**config.mk**
```make
export PLATFORM = sky130hd
export DESIGN_NAME = esc_rx_ctrl
export DESIGN_NICKNAME = d
export VERILOG_FILES = /design/src/rtl/esc_pkg.sv /design/src/rtl/esc_edge_sync.sv /design/src/rtl/esc_rx_ctrl.sv
export SDC_FILE = /design/constraint.sdc
export NUM_CORES = 1
export LEC_CHECK = 0
export CAP_MARGIN = 10
export CORE_AREA = 2 2 75 48
export DETAILED_ROUTE_END_ITERATION = 10
export DIE_AREA = 0 0 77 50
export DONT_BUFFER_PORTS = 1
export GPL_TIMING_DRIVEN = 0
export PLACE_DENSITY = 0.64
export SETUP_SLACK_MARGIN = 0.5
export SLEW_MARGIN = 20
export SYNTH_ARGS = -nofsm -noshare
export SYNTH_HDL_FRONTEND = slang
export SYNTH_SLANG_ARGS = --single-unit
```
**constraint.sdc**
```tcl
create_clock -name Clk -period 4.15 [get_ports Clk]
set_input_delay 1.0375 -clock Clk [delete_from_list [all_inputs] [get_ports Clk]]
set_output_delay 1.0375 -clock Clk [all_outputs]
set_load 0.05 [all_outputs]
```
**src/rtl/esc_pkg.sv**
```systemverilog
// Shared definitions for the escape-mode receive controller: the FSM state
// encoding, the entry command bytes, and the trigger decode.
package esc_pkg;

  typedef enum logic [2:0] {
    ST_IDLE      = 3'd0,
    ST_CMD       = 3'd1,
    ST_LPDT      = 3'd2,
    ST_ULPS      = 3'd3,
    ST_WAIT_EXIT = 3'd4
  } esc_state_e;

  localparam logic [7:0] CMD_LPDT  = 8'hE1;
  localparam logic [7:0] CMD_ULPS  = 8'h1E;
  localparam logic [7:0] CMD_TRIG0 = 8'h62;
  localparam logic [7:0] CMD_TRIG1 = 8'h5D;
  localparam logic [7:0] CMD_TRIG2 = 8'h21;
  localparam logic [7:0] CMD_TRIG3 = 8'hA0;

  // An all-zero result means the byte is not a trigger command.
  function automatic logic [3:0] trig_decode(input logic [7:0] cmd);
    logic [3:0] onehot;
    case (cmd)
      CMD_TRIG0: onehot = 4'b0001;
      CMD_TRIG1: onehot = 4'b0010;
      CMD_TRIG2: onehot = 4'b0100;
      CMD_TRIG3: onehot = 4'b1000;
      default:   onehot = 4'b0000;
    endcase
    return onehot;
  endfunction

endpackage

```
**src/rtl/esc_edge_sync.sv**
```systemverilog
// Two-flop synchroniser with a single-cycle rising-edge pulse on the
// synchronised value.
module esc_edge_sync (
  input  logic clk_i,
  input  logic rst_n_i,
  input  logic d_i,
  output logic rise_o
);

  logic [1:0] sync_q;
  logic       prev_q;

  always_ff @(posedge clk_i or negedge rst_n_i) begin
    if (!rst_n_i) begin
      sync_q <= 2'b00;
      prev_q <= 1'b0;
    end else begin
      sync_q <= {sync_q[0], d_i};
      prev_q <= sync_q[1];
    end
  end

  assign rise_o = sync_q[1] & ~prev_q;

endmodule

```
**src/rtl/esc_rx_ctrl.sv**
```systemverilog
// Escape-mode receiver: decodes the entry command, then receives LPDT bytes,
// holds ULPS, or pulses a trigger / error until Escape Mode ends.
//
// state        | meaning
// ST_IDLE      | stop state, waiting for EscMode to rise
// ST_CMD       | shifting in the 8-bit entry command, MSB first
// ST_LPDT      | receiving data bytes, LSB first
// ST_ULPS      | ultra-low-power state, bit strobes ignored
// ST_WAIT_EXIT | trigger or bad command seen, waiting for EscMode low
module esc_rx_ctrl
  import esc_pkg::*;
(
  input  logic       Clk,
  input  logic       RstN,
  input  logic       EscMode,
  input  logic       RxClkEsc,
  input  logic       EscBit,
  output logic       RecEn,
  output logic       RxLpdtEsc,
  output logic       RxUlpsEsc,
  output logic [3:0] RxTriggerEsc,
  output logic [7:0] RxDataEsc,
  output logic       RxValidEsc,
  output logic       ErrEsc,
  output logic       ErrSyncEsc
);

  esc_state_e state_q, state_d;
  logic [2:0] bit_cnt_q, bit_cnt_d;
  logic [7:0] shift_q, shift_d;
  logic [7:0] data_q, data_d;
  logic       valid_q, valid_d;
  logic [3:0] trig_q, trig_d;
  logic       err_q, err_d;
  logic       err_sync_q, err_sync_d;
  logic       esc_mode_q;
  logic [1:0] bit_sync_q;

  logic       strobe;
  logic       bit_s;
  logic [7:0] cmd_byte;
  logic [7:0] lpdt_byte;

  esc_edge_sync u_clk_sync (
    .clk_i   (Clk),
    .rst_n_i (RstN),
    .d_i     (RxClkEsc),
    .rise_o  (strobe)
  );

  // Same two-stage latency as the clock path, so the bit lines up with its strobe.
  always_ff @(posedge Clk or negedge RstN) begin
    if (!RstN) bit_sync_q <= 2'b00;
    else       bit_sync_q <= {bit_sync_q[0], EscBit};
  end

  assign bit_s     = bit_sync_q[1];
  assign cmd_byte  = {shift_q[6:0], bit_s};
  assign lpdt_byte = {bit_s, shift_q[7:1]};

  always_ff @(posedge Clk or negedge RstN) begin
    if (!RstN) begin
      state_q    <= ST_IDLE;
      bit_cnt_q  <= 3'd0;
      shift_q    <= 8'h00;
      data_q     <= 8'h00;
      valid_q    <= 1'b0;
      trig_q     <= 4'b0000;
      err_q      <= 1'b0;
      err_sync_q <= 1'b0;
      esc_mode_q <= 1'b0;
    end else begin
      state_q    <= state_d;
      bit_cnt_q  <= bit_cnt_d;
      shift_q    <= shift_d;
      data_q     <= data_d;
      valid_q    <= valid_d;
      trig_q     <= trig_d;
      err_q      <= err_d;
      err_sync_q <= err_sync_d;
      esc_mode_q <= EscMode;
    end
  end

  always_comb begin
    state_d    = state_q;
    bit_cnt_d  = bit_cnt_q;
    shift_d    = shift_q;
    data_d     = data_q;
    valid_d    = 1'b0;
    trig_d     = 4'b0000;
    err_d      = 1'b0;
    err_sync_d = 1'b0;

    // Leaving Escape Mode wins over any strobe landing in the same cycle.
    if ((state_q != ST_IDLE) && !EscMode) begin
      state_d    = ST_IDLE;
      bit_cnt_d  = 3'd0;
      err_sync_d = (state_q == ST_LPDT) && (bit_cnt_q != 3'd0);
    end else begin
      case (state_q)
        ST_IDLE: begin
          if (EscMode && !esc_mode_q) begin
            state_d   = ST_CMD;
            bit_cnt_d = 3'd0;
            shift_d   = 8'h00;
          end
        end
        ST_CMD: begin
          if (strobe) begin
            shift_d   = cmd_byte;
            bit_cnt_d = bit_cnt_q + 3'd1;
            if (bit_cnt_q == 3'd7) begin
              if (cmd_byte == CMD_LPDT) begin
                state_d = ST_LPDT;
              end else if (cmd_byte == CMD_ULPS) begin
                state_d = ST_ULPS;
              end else begin
                trig_d  = trig_decode(cmd_byte);
                err_d   = (trig_decode(cmd_byte) == 4'b0000);
                state_d = ST_WAIT_EXIT;
              end
            end
          end
        end
        ST_LPDT: begin
          if (strobe) begin
            shift_d   = lpdt_byte;
            bit_cnt_d = bit_cnt_q + 3'd1;
            if (bit_cnt_q == 3'd7) begin
              data_d  = lpdt_byte;
              valid_d = 1'b1;
            end
          end
        end
        default: ;
      endcase
    end
  end

  // RecEn follows EscMode but must read 0 while reset is held.
  assign RecEn        = EscMode & RstN;
  assign RxLpdtEsc    = (state_q == ST_LPDT);
  assign RxUlpsEsc    = (state_q == ST_ULPS);
  assign RxTriggerEsc = trig_q;
  assign RxDataEsc    = data_q;
  assign RxValidEsc   = valid_q;
  assign ErrEsc       = err_q;
  assign ErrSyncEsc   = err_sync_q;

endmodule

```
# Word level (Yosys, flattened, before mapping)

Index checks and enable logic that the tools add are counted.

Register bits after elaboration: 35
Bits of input ports: 5

$add $sub $neg: 1
Equal/unequal tests: 17
Muxes and demuxes: 39
Bitwise operators: 4
Reduce and logical (&&, ||, !) cells: 17

Operators with widths:

| cell                  | number |
|---|---|
| $mux W4               | 12 |
| $mux W3               | 9 |
| $mux W8               | 3 |
| $pmux W8 S3           | 1 |
| $eq A8 B7 Y1 const B  | 2 |
| $eq A8 B8 Y1 const B  | 2 |
| $pmux W4 S4           | 1 |
| $reduce_bool A3 Y1    | 5 |
| $pmux W3 S2           | 2 |
| $mux W1               | 11 |
| $ne A3 B3 Y1 const B  | 3 |
| $eq A8 B5 Y1 const B  | 1 |
| $eq A8 B6 Y1 const B  | 1 |
| $reduce_and A4 Y1     | 2 |
| $eq A3 B2 Y1 const B  | 2 |
| $reduce_and A5 Y1     | 1 |
| $logic_not A4 Y1      | 1 |
| $ne A2 B2 Y1 const B  | 2 |
| $add A3 B1 Y3 const B | 1 |
| $eq A3 B1 Y1 const B  | 1 |
| $eq A3 B3 Y1 const B  | 1 |
| $logic_and A1 B1 Y1   | 3 |
| $logic_not A3 Y1      | 1 |
| $ne A3 B1 Y1 const B  | 1 |
| other kinds (6)       | 9 |

# Logic depth before layout (Yosys ltp)

Gate-level depths: netlist (run 1).

Word-level depth: 15
Mapped depth: 6
Gate-level depth less buffers: 5

# Cells and area by module

Synthesis (run 1) repeated with hierarchy kept, for this count alone.

Cell total of the unflattened synthesis: 145
Area total of the unflattened synthesis: 1650.3 sq um

Modules (own cells, without submodules):

| module        | instances | cells an instance | area an instance (sq um) |
|---|---|---|---|
| esc_rx_ctrl   | 1         | 141               | 1561.5 |
| esc_edge_sync | 1         | 4                 | 88.8 |

# Worst setup path before layout (run 1)

No wires, ideal clock.

Path type: in2out
Start point: input EscMode
End point: output RecEn
Arrival: 1.700 ns
Slack: 1.413 ns
Stages on the path: 2
Cells stage by stage: clkbuf_1 and2_1

Word-level cells in the longest chain between the ends: 1

Ends and longest elaborated chain:

| element         | line               | text |
|---|---|---|
| start, declared | esc_rx_ctrl.sv:15  | `input logic EscMode,` |
| $and A1 B1 Y1   | esc_rx_ctrl.sv:142 | `assign RecEn = EscMode & RstN;` |
| end, declared   | esc_rx_ctrl.sv:18  | `output logic RecEn,` |

Every way passes these cells.

# Worst setup path after layout (run 1)

Start point: register state_q[2]
End point: output RxLpdtEsc

Word-level cells in the longest chain between the ends: 1

Ends and longest elaborated chain:

| element                | line               | text |
|---|---|---|
| start, declared        | esc_rx_ctrl.sv:28  | `esc_state_e state_q, state_d;` |
| start signal, assigned | esc_rx_ctrl.sv:73  | `state_q <= state_d;` |
| $eq A3 B2 Y1           | esc_rx_ctrl.sv:143 | `assign RxLpdtEsc = (state_q == ST_LPDT);` |
| end, declared          | esc_rx_ctrl.sv:19  | `output logic RxLpdtEsc,` |

Every way passes these cells.

==> impl_results.md, run 1 <==
* Peak supply drop at 0.235 mV
* Area delta synth->final at 9.55%
* Clock Tree Root: clkbuf_8
* Final hold viol count at 0
* Max incr delay on CP at 0.75 ns
* Mapped cell area at 1640 µm²
* Reg2reg setup slack at 1.98 ns
* Synthesis Warnings at 0
* Kind of critical path: flip-flop to primary output
* Synth Net Count at 137
* RSZ-0062 raised after global routing: no
* # diodes at 0
* # clock sinks at 35
* Cells after Synth at 129
* Global-route wire length before repair at 4.91 mm
* Clk Latency, worst-skew pair at 0.28 ns
* Cts bufs inserted at 5
* CTS H-tree lvls at 2
* CTS max path bufs at 2
* Via count at 1008
* Setup Buffers After CTS at 0
* Leak pwr at 0.835 nW
* Chip width at 77 µm
* Routed len/inst at 15.7 µm
* Slowest stage cell on the critical path: clkbuf_1
* Initial DRC count at 51
* Final Setup Violations at 0
* Clk pin slew, worst setup/hold paths at 0.07 ns
* Inst Count DP at 174
* Vias in the first global route at 988
* Worst path cell trace: clkbuf_1, nor3b_1, clkbuf_1
* Leading area contributor after synthesis: dfrtp_1
* Avg Inst Size Synth at 12.7 µm²
* Setup Skew at 0.00562 ns
* Worst-Margin Slew at 0.950 ns
* Share of the synthesized area in the top cell type at 53.5%
* CTS tree: built
* NumNets Final at 144
* RR Endpoint: shift_q[4]
* Fillers at 278
* Cts-stage hold buffer count at 0
* Initial antenna violation count at 0
* Largest fanout on the critical path at 10
* GPL Wtd Cong at 0.739
* Endpoint class of the critical path: primary output
* Final Cell Area at 1790 µm²
* DRC at 0
* Die area at 3850 µm²
* GRT Total Usage at 17.0%
* Status: finished, final reports clean
* I/O pin count at 23
* Slew Limit Fails at 0
* Fmax achieved at 0.330 GHz
* Period utilization at 73.0%
* CP Launch Type: flip-flop
* Synth top area cells: dfrtp_1 (53%), mux2_1 (5.5%), mux2_4 (5.5%), a22o_1 (4.3%), ha_1 (2.3%)
* Final Total Pwr at 0.664 mW
* Pwr dens at 370 nW/µm²
* Reg2Reg Depth at 5
* Cell variety after synth at 42
* Sequential area share after synthesis at 53.5%
* Reg-to-Reg Start: state_q[2]
* Number of synthesized register bits at 35
* Placed wire-length estimate at 2.01 mm
* CP Launch Point: state_q[2]
* Max_cap viols at 0
* Largest net degree at the start of global routing at 37
* Initial Util at 51.8%
* Die span in y at 50 µm
* Most frequent cells in the layout: dfrtp_1 (35), a22o_1 (8), mux2_1 (8), clkbuf_8 (7)
* Post-place instance area at 1690 µm²
* Post-Route Setup TNS at 0 ns
* Antenna viol nets, final at 0
* WL final at 2.87 mm
* I/O Buffers at 0
* Crit path required time at 3.11 ns
* Crit-path most repeated cell: clkbuf_1
* Final Non-Filler Cells at 182
* Commonest non-fill, non-tap cell in the layout: dfrtp_1
* Grt ovf at 0
* Post-CTS Resized at 0
* Min Tclk post-route at 3.03 ns
* Slew headroom at 36.7%
* Core Area at 3160 µm²
* End of the critical path: RxLpdtEsc
* Share of layout cells above drive strength 1 at 16.8%
* Row cnt at 16
* DRT Pass-1 Iters at 4
* HP Class: flip-flop to flip-flop
* Data arrival, critical path at 1.99 ns
* Via density at 5.54
==> metrics by stage <==
stage / utilization [%] / hold WS (ns) / worst slack (ns)
6_report: 56.7 / 0.347 / 1.12
5_1_grt: 56.7 / 0.374 / 1.00
4_1_cts: 56.7 / 0.349 / 1.09
3_5_place_dp: 53.6 / 0.335 / 1.32
3_3_place_gp: 53.6 / 0.333 / 1.33
2_1_floorplan: - / 0.331 / 1.41
==> power breakdown <==
part           internal (mW)  switching (mW)  leakage, nW
Combinational         0.0194          0.0214        0.311
Sequential             0.349         0.00900        0.472
Clock                  0.151           0.113       0.0515
==> cell usage after synthesis, drive strengths merged <==
library cell,number
a32o,2
a21boi,1
a21oi,1
or4b,1
nor4,3
mux2i,1
or4,1
inv,5
and2,2
a2111oi,1
nand4,2
a211oi,3
nor2,3
or3,1
or3b,2
nand4b,1
nor3b,3
nor3,2
o21a,1
clkbuf,5
o21ai,1
ha,3
nand2,6
nor2b,2
nand3b,1
mux2,16
or2,1
a22o,8
and3,2
and4,1
dfrtp,35
a22oi,1
o22ai,1
o211ai,1
buf,4
nand2b,4
nor4b,1
==> critical path, delay by kind of cell, from the launching register on <==
| family | cells | cell delay, ns |
|---|---|---|
| buffers and inverters | 2 | 0.99 |
| AND/OR/NAND/NOR | 1 | 0.35 |
| flip-flops | 1 | 0.36 |
==> routing by layer <==
metal	vias to the layer above	wire length, µm	part of all wire [%]	GRT usage, %
met5	-	0	0	0
met4	0	23	0.80	4.46
met3	4	147	5.1	7.33
met2	24	1190	41	24.1
met1	496	1510	53	24.0
li1	484	-	-	-
==> flip-flops by register name (all words and copies together) (netlist names) <==
register / flops
RxDataEsc: 8
shift_q: 8
RxTriggerEsc: 4
bit_cnt_q: 3
state_q: 3
bit_sync_q: 2
u_clk_sync.sync_q: 2
ErrEsc: 1
ErrSyncEsc: 1
RxValidEsc: 1
esc_mode_q: 1
u_clk_sync.prev_q: 1
==> area by class of cell <==
| class | count | area, µm² | share of cell area, % |
|---|---|---|---|
| Buffer | 9 | 51.3 | 2.86 |
| Inverter | 5 | 18.8 | 1.05 |
| Clock buffer | 8 | 100 | 5.58 |
| Tap cell | 45 | 56.3 | 3.14 |
| Sequential cell | 35 | 876 | 48.8 |
| Multi-Input combinational cell | 80 | 692 | 38.6 |
==> worst min-delay path by stage <==
stage	startpoint	endpoint	slack, ns	cells after the start
detailed placement	u_clk_sync.sync_q[0]	u_clk_sync.sync_q[1]	0.33	0
global route	bit_sync_q[0]	bit_sync_q[1]	0.37	0
finish	u_clk_sync.sync_q[0]	u_clk_sync.sync_q[1]	0.35	0
CTS	u_clk_sync.sync_q[0]	u_clk_sync.sync_q[1]	0.35	0
floorplan	bit_sync_q[0]	bit_sync_q[1]	0.33	0
global placement	bit_sync_q[0]	bit_sync_q[1]	0.33	0
==> cell families after synthesis <==
logic type / synth area share [%]
AO/OA/AOI/OAI: 11.4
adder cells (fa/ha/maj): 2.29
buffers and inverters: 4.28
flip-flops: 53.5
multiplexers: 13.0
AND/OR/NAND/NOR: 15.6
No activity file was read; power rests on OpenSTA's default activity.
==> run 2, diff against run 1 <==
Settings changed: PLACE_DENSITY 0.64 to 0.67.
Clock period 4.15 ns to 2.6 ns, I/O delays scaled along.
==> run 2 against run 1 <==
Flip-flop and latch count stayed put. Clock power is 58% higher. First-iteration DRC count is 5.9% higher. Final area is 2.0% higher. Count of clock-buffer cells in the layout stayed put. Hold slack worse by 0.29 ns. Combinational power is 65% higher. Worst setup slack worse by 0.58 ns. Utilization is 1.1 points higher. Sequential power is 60% higher. Critical path depth stayed put. Sequential share of layout area is 0.97 points lower.
==> impl_results.md, run 2 (synthesized netlist as in run 1, its figures left out) <==
* CTS H-tree lvls at 2 (unchanged)
* Clk Latency, worst-skew pair at 0.28 ns (about the same)
* Fmax achieved at 0.487 GHz
* I/O pin count at 23 (unchanged)
* Chip width at 77 µm (unchanged)
* Die area at 3850 µm² (unchanged)
* Slew Limit Fails at 0 (unchanged)
* # diodes at 0 (unchanged)
* Inst Count DP at 174 (unchanged)
* Cts bufs inserted at 5 (unchanged)
* Antenna viol nets, final at 0 (unchanged)
* Peak supply drop at 0.289 mV (was 0.235 mV)
* Pre-CTS setup slack at 0.536 ns (was 1.32 ns)
* Status: finished, final reports clean (unchanged)
* NumNets Final at 145 (was 144)
* Share of layout cells above drive strength 1 at 21.0% (was 16.8%)
* Clk pin slew, worst setup/hold paths at 0.07 ns (about the same)
* Pwr dens at 579 nW/µm² (was 370 nW/µm²)
* Clock Tree Root: clkbuf_8 (unchanged)
* Final Non-Filler Cells at 183 (was 182)
* Post-place instance area at 1700 µm² (was 1690 µm²)
* Endpoint class of the critical path: primary output (unchanged)
* Most frequent cells in the layout: dfrtp_1 (35), a22o_1 (8), mux2_1 (8), clkbuf_8 (7) (unchanged)
* Worst setup margin at 0.545 ns (was 1.12 ns)
* Initial DRC count at 54 (was 51)
* Via density at 5.68 (was 5.54)
* DRC at 0 (unchanged)
* Slew headroom at 58.8% (was 36.7%)
* Post-Route Setup TNS at 0 ns (unchanged)
* CTS max path bufs at 2 (unchanged)
* GRT Total Usage at 16.9% (was 17.0%)
* Via count at 1040 (was 1008)
* Largest fanout on the critical path at 10 (unchanged)
* Kind of critical path: flip-flop to primary output (unchanged)
* Vias in the first global route at 1057 (was 988)
* Util after Layout at 57.9% (was 56.7%)
* CTS tree: built (unchanged)
* Final Cell Area at 1830 µm² (was 1790 µm²)
* Max_cap viols at 0 (unchanged)
* Global-route wire length before repair at 5.00 mm (was 4.91 mm)
* Data arrival, critical path at 1.41 ns (was 1.99 ns)
* Die span in y at 50 µm (unchanged)
* Final Setup Violations at 0 (unchanged)
* Commonest non-fill, non-tap cell in the layout: dfrtp_1 (unchanged)
* DRT Pass-1 Iters at 4 (unchanged)
* Final hold viol count at 0 (unchanged)
* Area delta synth->final at 11.8% (was 9.55%)
* Final Total Pwr at 1.06 mW (was 0.664 mW)
* I/O Buffers at 0 (unchanged)
* Period utilization at 79.0%
* Leak pwr at 0.851 nW (was 0.835 nW)
* RSZ-0062 raised after global routing: yes (was no)
* Initial Util at 51.8% (unchanged)
* Setup Skew at 0.00404 ns (was 0.00562 ns)
* Fillers at 281 (was 278)
* Routed len/inst at 16.8 µm (was 15.7 µm)
* Worst-Margin Slew at 0.610 ns (was 0.950 ns)
* Core Area at 3160 µm² (unchanged)
* Initial antenna violation count at 0 (unchanged)
* Largest net degree at the start of global routing at 37 (unchanged)
* Grt ovf at 0 (unchanged)
* WL final at 3.07 mm (was 2.87 mm)
* Cts-stage hold buffer count at 0 (unchanged)
* # clock sinks at 35 (unchanged)
* Final hold slack at 0.0596 ns (was 0.347 ns)
* Row cnt at 16 (unchanged)
* GPL Wtd Cong at 0.780 (was 0.739)
* Min Tclk post-route at 2.06 ns
* HP Class: input port to async pin (was flip-flop to flip-flop)
* Placed wire-length estimate at 2.05 mm (was 2.01 mm)
* Crit path required time at 1.95 ns (was 3.11 ns)
* CP Launch Type: flip-flop (unchanged)
-- run 2: changes by cell type in the layout (fill, tap and decap cells not counted), sizes merged --
| cell | delta |
|---|---|
| clkbuf | -1 |
| buf | +2 |
-- run 2: cell type report --
cell class	count	area, µm²	area share, %
plain buffers	9	60.1	3.28
clock buffers	8	100	5.47
inverters	5	18.8	1.03
multi-input cells	80	712	38.9
flip-flops and latches	35	876	47.8
well taps	45	56.3	3.08
repair buffers	1	7.51	0.410
-- run 2: path summary, 6_finish.rpt --
check / cells after the start / slack [ns] / startpoint / end
min: 0 / 0.06 / RstN / esc_mode_q
max: 3 / 0.54 / state_q[2] / RxLpdtEsc
min in group Clk: 0 / 0.35 / u_clk_sync.sync_q[0] / u_clk_sync.sync_q[1]
max reg2reg: 5 / 0.61 / state_q[0] / shift_q[3]
min reg2reg: 0 / 0.35 / u_clk_sync.sync_q[0] / u_clk_sync.sync_q[1]
max in group asynchronous: 0 / 2.46 / RstN / RxDataEsc[7]
-- run 2: metal layers --
layer	vias to the layer above	track usage (%)	part of all wire, %
li1	488	-	-
met1	523	24.0	50
met2	24	24.4	44
met3	5	5.31	4.9
met4	0	6.25	1.1
met5	-	0	0
-- run 2: worst max-delay path: stages (launching register included) --
cell and delay [ns]:
dfrtp_1 0.36, clkbuf_2 0.23, nor3b_4 0.30, buf_6 0.23
-- run 2: what timing repair did --
action                                  in CTS  in global routing
gates cloned                                 0                  0
pin swaps                                    0                  1
setup buffers                                0                  1
endpoints found under the setup margin       2                  4
resized for setup                            2                  8
-- run 2: power by group --
group | internal [mW] | switching (mW)
sequential | 0.558 | 0.0149
combinational | 0.0311 | 0.0363
clock | 0.242 | 0.179
total | 0.830 | 0.230
==> run 3, diff against run 2 <==
Clock period 2.6 ns to 1.85 ns, I/O delays scaled along.
==> run 3 against run 2 <==
The run now ends with negative setup slack left. Critical path type is now flip-flop to flip-flop. Register-to-register slack lost 0.64 ns. Total power grew 45%. Routed wire length increased by 0.26%. Sequential power up 41%. Largest power group unchanged.
==> impl_results.md, run 3 (synthesized netlist as in run 1, its figures left out) <==
* Most frequent cells in the layout: dfrtp_1 (24), dfrtp_2 (11), buf_4 (10), clkbuf_8 (9) (was dfrtp_1 (35), a22o_1 (8), mux2_1 (8), clkbuf_8 (7))
* Kind of critical path: flip-flop to flip-flop (was flip-flop to primary output)
* Multi-input gate area at 743 µm² (was 712 µm²)
* Leak pwr at 0.895 nW (was 0.851 nW)
* # clock sinks at 35 (unchanged)
* Clk Latency, worst-skew pair at 0.28 ns (about the same)
* Placed wire-length estimate at 2.00 mm (was 2.05 mm)
* Slew headroom at 68.4% (was 58.8%)
* Period utilization at 102%
* Cts bufs inserted at 5 (unchanged)
* CP Launch Type: flip-flop (unchanged)
* I/O Buffers at 0 (unchanged)
* Reg2Reg Depth at 5 (unchanged)
* Worst-Margin Slew at 0.475 ns (was 0.610 ns)
* Via density at 5.56 (was 5.68)
* Initial antenna violation count at 0 (unchanged)
* Post-place instance area at 1730 µm² (was 1700 µm²)
* Final Setup Violations at 6 (was 0)
* Vias in the first global route at 1063 (was 1057)
* Share of layout cells above drive strength 1 at 39.0% (was 21.0%)
* Final Total Pwr at 1.53 mW (was 1.06 mW)
* Register Area at 890 µm² (was 876 µm²)
* Largest net degree at the start of global routing at 36 (was 37)
* Area delta synth->final at 20.4% (was 11.8%)
* Chip width at 77 µm (unchanged)
* Setup Skew at 0.00619 ns (was 0.00404 ns)
* Routed wl met3 at 161 µm (was 149 µm)
* Fillers at 273 (was 281)
* Antenna viol nets, final at 0 (unchanged)
* RR Endpoint: shift_q[2] (was shift_q[3])
* # diodes at 0 (unchanged)
* Endpoint class of the critical path: flip-flop (was primary output)
* GRT Total Usage at 18.0% (was 16.9%)
* Min Tclk post-route at 1.88 ns
* Pwr dens at 777 nW/µm² (was 579 nW/µm²)
* Reg-to-Reg Start: state_q[0] (unchanged)
* Core Area at 3160 µm² (unchanged)
* Die area at 3850 µm² (unchanged)
* Metal-1 WL at 1.57 mm (was 1.55 mm)
* I/O pin count at 23 (unchanged)
* Final hold viol count at 0 (unchanged)
* WL final at 3.08 mm (was 3.07 mm)
* Reg2reg setup slack at -0.03 ns (was 0.61 ns)
* CTS tree: built (unchanged)
* Grt ovf at 0 (unchanged)
* Status: complete, but fails checks (was finished, final reports clean)
* CP Launch Point: state_q[0] (was state_q[2])
* Initial Util at 51.8% (unchanged)
* Row cnt at 16 (unchanged)
* CTS H-tree lvls at 2 (unchanged)
* Clk pin slew, worst setup/hold paths at 0.07 ns (about the same)
* Via count at 1062 (was 1040)
* Worst setup margin at -0.0347 ns (was 0.545 ns)
* Routed len/inst at 16.1 µm (was 16.8 µm)
* End of the critical path: shift_q[2] (was RxLpdtEsc)
* Initial DRC count at 70 (was 54)
* RSZ-0062 raised after global routing: yes (unchanged)
* Peak supply drop at 0.466 mV (was 0.289 mV)
* Crit path required time at 2.01 ns (was 1.95 ns)
* HP Class: input port to async pin (unchanged)
* NumNets Final at 153 (was 145)
* Failing checks: negative setup slack
* Max_cap viols at 0 (unchanged)
* Largest fanout on the critical path at 8 (was 10)
* DRC at 0 (unchanged)
* Die span in y at 50 µm (unchanged)
* Pre-CTS setup slack at -0.0698 ns (was 0.536 ns)
* Global-route wire length before repair at 5.22 mm (was 5.00 mm)
* Slew Limit Fails at 0 (unchanged)
* Final Cell Area at 1970 µm² (was 1830 µm²)
* Clock Tree Root: clkbuf_8 (unchanged)
* Max Used Layer: met4 (unchanged)
* Fmax achieved at 0.531 GHz
* Data arrival, critical path at 2.05 ns (was 1.41 ns)
* DRT Pass-1 Iters at 4 (unchanged)
* Commonest non-fill, non-tap cell in the layout: dfrtp_1 (unchanged)
* GPL Wtd Cong at 0.741 (was 0.780)
* CTS max path bufs at 2 (unchanged)
* Met2 wire len at 1.32 mm (was 1.34 mm)
[run 3: cell types whose count changed in the layout (fill, tap and decap cells not counted), moves of 2 or more]
cell	previous run	this run
dfrtp_1	35	24
dfrtp_2	0	11
buf_4	1	10
buf_2	2	0
clkbuf_1	4	2
clkbuf_4	0	2
clkbuf_8	7	9
[run 3: final cells by class]
| cell class | instances | share of cell area, % |
|---|---|---|
| Timing Repair Buffer | 9 | 4.06 |
| Tap cell | 45 | 2.86 |
| Clock buffer | 8 | 5.08 |
| Inverter | 5 | 0.952 |
| Multi-Input combinational cell | 80 | 37.7 |
| Buffer | 9 | 4.25 |
| Sequential cell | 35 | 45.1 |
[run 3: worst min-delay path by stage]
stage | start | end | slack, ns | depth (start not counted)
2_1_floorplan | RstN | ErrEsc | 0.17 | 0
3_5_place_dp | RstN | u_clk_sync.sync_q[0] | 0.17 | 0
6_report | RstN | u_clk_sync.sync_q[0] | 0.005 | 1
4_1_cts | RstN | u_clk_sync.sync_q[0] | 0.003 | 1
5_1_grt | RstN | esc_mode_q | 0.005 | 1
3_3_place_gp | RstN | u_clk_sync.sync_q[0] | 0.17 | 0
[run 3: report_power, final]
part / total [mW] / switching [mW] / leakage [nW] / internal [mW]
registers: 0.805 / 0.0216 / 0.454 / 0.783
logic: 0.133 / 0.0686 / 0.390 / 0.0644
clock network: 0.595 / 0.255 / 0.0515 / 0.339
[run 3: metrics by stage]
step / cells / util [%] / hold WS, ns / TNS, ns
2_1_floorplan: 129 / - / 0.167 / 0
3_3_place_gp: 174 / 54.6 / 0.168 / -0.187
3_5_place_dp: 174 / 54.6 / 0.168 / -0.376
4_1_cts: 191 / 62.1 / 0.00296 / -0.129
5_1_grt: 191 / 62.3 / 0.00498 / -0.687
6_report: 191 / 62.3 / 0.00465 / -0.139
[run 3: what timing repair did]
action,CTS,global route
hold buffers,1,0
hold endpoints to repair,35,0
pin swaps,3,1
setup buffers,8,0
resized for setup,22,1
endpoints found under the setup margin,47,35
[run 3: routing by layer]
layer | vias up | track usage (%)
met1 | 532 | 26.3
met5 | - | 0
met2 | 27 | 25.1
met4 | 0 | 5.65
met3 | 4 | 6.04
li1 | 499 | -
[run 3: critical path: stages (launching register included)]
cell,delay [ns]
dfrtp_1,0.38
buf_6,0.13
or3b_4,0.38
a2111oi_4,0.35
buf_6,0.21
mux2_4,0.31
